<file path="config.mk">
export PLATFORM = sky130hd
export DESIGN_NAME = hazard_ctrl
export DESIGN_NICKNAME = d
export VERILOG_FILES = /design/src/rtl/hazard_pkg.sv /design/src/rtl/hazard_ctrl_cmp.sv /design/src/rtl/hazard_ctrl.sv
export SDC_FILE = /design/constraint.sdc
export NUM_CORES = 1
export LEC_CHECK = 0
export CAP_MARGIN = 20
export CORE_UTILIZATION = 43
export CTS_BUF_LIST = sky130_fd_sc_hd__clkbuf_8
export CTS_CLUSTER_DIAMETER = 200
export CTS_CLUSTER_SIZE = 12
export DETAILED_ROUTE_END_ITERATION = 6
export GPL_ROUTABILITY_DRIVEN = 1
export PLACE_DENSITY = 0.81
export SYNTH_ARGS = -nofsm -noshare
export SYNTH_HDL_FRONTEND = slang
export SYNTH_SLANG_ARGS = --single-unit
</file>
<file path="constraint.sdc">
create_clock -name clk -period 2.48 [get_ports clk]
set_input_delay 0.372 -clock clk [delete_from_list [all_inputs] [get_ports clk]]
set_output_delay 0.372 -clock clk [all_outputs]
set_load 0.1 [all_outputs]
</file>
<file path="src/rtl/hazard_pkg.sv">
// Shared types and opcode decode for the pipeline hazard controller.
package hazard_pkg;

  typedef enum logic [1:0] {
    ST_RUN    = 2'd0,
    ST_LSTALL = 2'd1,
    ST_MWAIT  = 2'd2
  } state_e;

  localparam int OPC_RTYPE = 0;
  localparam int OPC_BEQ   = 4;
  localparam int OPC_BNE   = 5;
  localparam int OPC_LW    = 35;
  localparam int OPC_SW    = 43;

  // Rt is read as an operand only by R-type, branches and stores.
  function automatic logic rt_is_src(input logic [31:0] opc);
    return (opc == OPC_RTYPE) || (opc == OPC_BEQ) ||
           (opc == OPC_BNE)   || (opc == OPC_SW);
  endfunction

endpackage

</file>
<file path="src/rtl/hazard_ctrl_cmp.sv">
// Combinational load-use detector: register match against the load target, $zero never hazards.
module hazard_cmp import hazard_pkg::*; #(
  parameter int REG_W = 5,
  parameter int OPC_W = 6
) (
  input  logic             idex_mem_read,
  input  logic [REG_W-1:0] idex_rt,
  input  logic [REG_W-1:0] ifid_rs,
  input  logic [REG_W-1:0] ifid_rt,
  input  logic [OPC_W-1:0] ifid_opc,
  output logic             luse
);

  logic rt_src;
  logic rs_hit;
  logic rt_hit;

  assign rt_src = rt_is_src(32'(ifid_opc));
  assign rs_hit = (idex_rt == ifid_rs);
  assign rt_hit = rt_src && (idex_rt == ifid_rt);
  assign luse   = idex_mem_read && (idex_rt != '0) && (rs_hit || rt_hit);

endmodule

</file>
<file path="src/rtl/hazard_ctrl.sv">
// Stateful hazard controller: multi-cycle load-use bubbles, branch/jump flushes,
// and a whole-pipeline freeze on data-memory wait with a sticky watchdog.
module hazard_ctrl import hazard_pkg::*; #(
  parameter int REG_W       = 5,
  parameter int OPC_W       = 6,
  parameter int LOAD_LAT    = 1,
  parameter int MEM_TIMEOUT = 255
) (
  input  logic             clk,
  input  logic             rst,
  input  logic             idex_mem_read,
  input  logic [REG_W-1:0] idex_rt,
  input  logic [REG_W-1:0] ifid_rs,
  input  logic [REG_W-1:0] ifid_rt,
  input  logic [OPC_W-1:0] ifid_opc,
  input  logic             branch_taken,
  input  logic             jump,
  input  logic             dmem_ready,
  output logic             pc_write,
  output logic             ifid_write,
  output logic             ifid_flush,
  output logic             idex_bubble,
  output logic             pipe_hold,
  output logic             mem_timeout
);

  localparam int SCW = $clog2(LOAD_LAT + 1);
  localparam int WCW = $clog2(MEM_TIMEOUT + 1);
  localparam logic [WCW-1:0] WAIT_MAX = WCW'(MEM_TIMEOUT);

  state_e         state_q, state_d, eff_state;
  logic [SCW-1:0] stall_cnt_q, stall_cnt_d;
  logic [WCW-1:0] wait_cnt_q, wait_cnt_d;
  logic           ret_lstall_q, ret_lstall_d;
  logic           mem_timeout_q, mem_timeout_d;
  logic           luse;

  hazard_cmp #(.REG_W(REG_W), .OPC_W(OPC_W)) u_cmp (
    .idex_mem_read (idex_mem_read),
    .idex_rt       (idex_rt),
    .ifid_rs       (ifid_rs),
    .ifid_rt       (ifid_rt),
    .ifid_opc      (ifid_opc),
    .luse          (luse)
  );

  // Leaving MWAIT behaves exactly like the state it returns to, in the same cycle.
  assign eff_state = (state_q == ST_MWAIT) ? (ret_lstall_q ? ST_LSTALL : ST_RUN) : state_q;

  always_ff @(posedge clk) begin
    if (!rst) begin
      state_q       <= ST_RUN;
      stall_cnt_q   <= '0;
      wait_cnt_q    <= '0;
      ret_lstall_q  <= 1'b0;
      mem_timeout_q <= 1'b0;
    end else begin
      state_q       <= state_d;
      stall_cnt_q   <= stall_cnt_d;
      wait_cnt_q    <= wait_cnt_d;
      ret_lstall_q  <= ret_lstall_d;
      mem_timeout_q <= mem_timeout_d;
    end
  end

  always_comb begin
    state_d       = state_q;
    stall_cnt_d   = stall_cnt_q;
    wait_cnt_d    = wait_cnt_q;
    ret_lstall_d  = ret_lstall_q;
    mem_timeout_d = mem_timeout_q;
    if (!dmem_ready) begin
      state_d = ST_MWAIT;
      if (state_q == ST_MWAIT) begin
        if (wait_cnt_q != WAIT_MAX) wait_cnt_d = wait_cnt_q + 1'b1;
      end else begin
        wait_cnt_d   = WCW'(1);
        ret_lstall_d = (state_q == ST_LSTALL);
      end
      if (wait_cnt_d == WAIT_MAX) mem_timeout_d = 1'b1;
    end else begin
      wait_cnt_d = '0;
      state_d    = ST_RUN;
      if (branch_taken) begin
        stall_cnt_d = '0;
      end else if (eff_state == ST_LSTALL) begin
        stall_cnt_d = stall_cnt_q - 1'b1;
        if (stall_cnt_q != SCW'(1)) state_d = ST_LSTALL;
      end else if (luse && (LOAD_LAT > 1)) begin
        state_d     = ST_LSTALL;
        stall_cnt_d = SCW'(LOAD_LAT - 1);
      end
    end
  end

  always_comb begin
    pc_write    = 1'b1;
    ifid_write  = 1'b1;
    ifid_flush  = 1'b0;
    idex_bubble = 1'b0;
    pipe_hold   = 1'b0;
    if (rst) begin
      if (!dmem_ready) begin
        pipe_hold  = 1'b1;
        pc_write   = 1'b0;
        ifid_write = 1'b0;
      end else if (branch_taken) begin
        ifid_flush  = 1'b1;
        idex_bubble = 1'b1;
      end else if ((eff_state == ST_LSTALL) || luse) begin
        pc_write    = 1'b0;
        ifid_write  = 1'b0;
        idex_bubble = 1'b1;
      end else if (jump) begin
        ifid_flush = 1'b1;
      end
    end
  end

  assign mem_timeout = mem_timeout_q && rst;

endmodule

</file>
==> flow_summary.yaml <==
status:
  status: "finished, final reports clean"
setup_path:
  ff2ff_path_depth: 5
  rr_endpoint: "mem_timeout_q$_SDFFE_PN0P_"
  crit_path_max_fanout: 3
  arrival_ns: 2.07
  end_kind: "primary output"
  setup.worst_path.end: "ifid_flush"
  worstPathRequired_ns: 2.11
  rrSetupSlack_ns: 0.74
  startpoint: "ifid_opc[0]"
  critPathLaunchType: "primary input"
  worstSetupPathType: "in2out"
  r2r-start: "wait_cnt_q[0]$_SDFF_PN0_"
logic_synthesis:
  synth_edf_count: 0
  post-synth-top-count-cell: "dfxtp_1"
  yosysUniqueCellTypes: 40
  synth_top_area_cell: "dfxtp_1"
  avgSynthCellArea_um2: 8.52
  syn_nets: 133
  synth_ff_type: "dfxtp_1"
  synth_area_leaders: "dfxtp_1, xnor2_1, nor2b_1"
  mappedNetlistArea_um2: 895
  synth_top_area_share_pct: 29.1
  synthTopCellsByCount: "dfxtp_1, xnor2_1, nand2_1, nand3_1, nor2b_1"
  ys_seq_elements: 13
  yosysWarnings: 0
  synth_cells: 105
  async_flop_share_pct: 0
  seq_area_frac_synth_pct: 29.1
grt:
  grt_pass1_wl_mm: 3.51
  grt_max_degree: 10
  overflow: 0
  first_global_vias: 907
  antenna_found_initial: 0
  grt_usage_pct: 22.4
sta:
  fin_crit_ns: 2.44
  finalCritPeriodShare_pct: 98.4
  fin_tns_setup_ns: 0
  holdWs_ns: 0.449
  finClkSkew_ns: 0.00336
  finalHoldViolCount: 0
  slew_headroom_pct: 70.7
  worstMarginPinSlew_ns: 0.440
  finalSetupViolCount: 0
  maxSlewViolCount: 0
  rsz0062_at_grt: "yes"
  worst_slack_ns: 0.0402
  fmaxAchievable_ghz: 0.410
clock_tree:
  cts_root_buf: "clkbuf_8"
  ctsHtreeMaxLevel: 1
  clk_latency_ns: 0.24
  hold_buffers: 0
  cts_made_buffers: 3
  clock-sinks: 13
  cts_max_path_buffers: 2
  cts_tree: "done"
  clk_pin_slew_worst_paths_ns: 0.05
hold_path:
  hold_class: "reg2reg"
layout:
  area_growth_pct: 63.2
  antenna_cells: 0
  design_area_um2: 1460
  nets: 175
  finalNonFillerCells: 173
  fin_util_pct: 74.4
  drive_gt1_share_pct: 22.6
floorplanning:
  coreArea_um2: 1960
  start_util_pct: 45.6
  die_x_um: 47.6
  dieArea_um2: 2270
  die_h_um: 47.6
  num_rows: 16
  ioPinCount: 33
route:
  firstDrtPassIters: 4
  via_per_inst: 5.66
  drc: 0
  first_iter_violations: 20
  post_drt_wl_per_cell_um: 13.7
  ant_nets: 0
  totalWireLength_mm: 2.37
  vias: 979
placement:
  dp_hpwl_mm: 1.80
  pre_cts_ws_ns: -0.206
  place_area_um2: 1380
  dpl.cell_count: 167
  finalWeightedCongestion: 0.759
  port-buffer-count: 32
pwr:
  p_seq_share_pct: 37.7
  p_int_mw: 0.403
  combPwrFrac_pct: 29.3
  power.density_nw_per_um2: 387
  ir_drop_mv: 0.290
  swShare_pct: 28.9
  p_leak_nw: 0.530
  p_total_mw: 0.566
  switchingPower_mw: 0.163
  clockPowerShare_pct: 33.0
job:
  cap_violations: 0
## worst min-delay path by stage
| stage | startpoint | end | slack [ns] | cells after the start |
|---|---|---|---|---|
| detailed placement | stall_cnt_q$_SDFFE_PN0P_ | state_q[0]$_SDFF_PP0_ | 0.43 | 1 |
| global placement | stall_cnt_q$_SDFFE_PN0P_ | state_q[0]$_SDFF_PP0_ | 0.42 | 1 |
| CTS | stall_cnt_q$_SDFFE_PN0P_ | state_q[0]$_SDFF_PP0_ | 0.45 | 1 |
| floorplan | stall_cnt_q$_SDFFE_PN0P_ | state_q[0]$_SDFF_PP0_ | 0.41 | 1 |
| finish | stall_cnt_q$_SDFFE_PN0P_ | state_q[0]$_SDFF_PP0_ | 0.45 | 1 |
| global route | stall_cnt_q$_SDFFE_PN0P_ | state_q[0]$_SDFF_PP0_ | 0.46 | 1 |
## flip-flops by register name, summed over array words and instances, names as in the netlist
name / cells
stall_cnt_q: 1
mem_timeout_q: 1
state_q: 2
wait_cnt_q: 8
ret_lstall_q: 1
## layout make-up
| class | instances | area (um^2) |
|---|---|---|
| Timing Repair Buffer | 42 | 442 |
| Sequential cell | 13 | 260 |
| Tap cell | 27 | 33.8 |
| Inverter | 2 | 7.51 |
| Multi-Input combinational cell | 85 | 672 |
| Clock buffer | 3 | 41.3 |
| Fill cell | 157 | 502 |
| Clock inverter | 1 | 3.75 |
## worst max-delay path, cell delays in order
cell	delay, ns
dlygate4sd2_1	0.25
nor2b_4	0.13
or4_4	0.42
a2111oi_4	0.46
buf_4	0.21
o31ai_4	0.06
buf_12	0.17
## routing by layer
layer  up-vias  track usage (%)  part of all wire [%]
met5         -                0                     0
met4         0             11.1                  0.42
met3         2             8.30                   7.0
met2        38             40.0                    53
met1       464             22.9                    39
li1        475                -                     -
## power groups by stage
stage               Clock, mW  Sequential, mW  Combinational (mW)
finish                  0.187           0.213               0.166
global route            0.201           0.213               0.173
CTS                     0.194           0.213               0.165
detailed placement          0           0.218               0.160
global placement            0           0.218               0.157
floorplan                   0           0.217              0.0789
## what timing repair did
item	4_1_cts	5_1_grt
pin swaps	8	5
resized for setup	19	4
endpoints found under the setup margin	4	4
setup buffers	3	1
## cells in the final DEF, fill, tap and decap left out, types with 3 or more instances in the layout
master	netlist	final
clkdlybuf4s50_1	0	16
clkbuf_8	0	3
nor2b_1	6	5
nor2_1	5	5
nand4_1	4	4
a211oi_1	4	4
a21boi_0	3	3
dlygate4sd2_1	0	6
buf_12	0	6
dfxtp_1	13	13
nand3_1	6	6
nand2_1	7	7
a21oi_1	4	4
buf_4	1	9
nor3_1	3	3
xor2_1	4	4
xnor2_1	9	9
inv_1	2	3
## kinds of logic after synthesis
group / count (synthesis) / share of synthesized area (%)
AOI/OAI and AO/OA: 26 / 23.4
xor gates and xnor gates: 13 / 12.7
buffers and inverters: 7 / 3.64
adders and majority gates: 1 / 1.40
and+or+nand+nor: 45 / 29.8
DFF: 13 / 29.1
(Power assumes the default switching activity.)
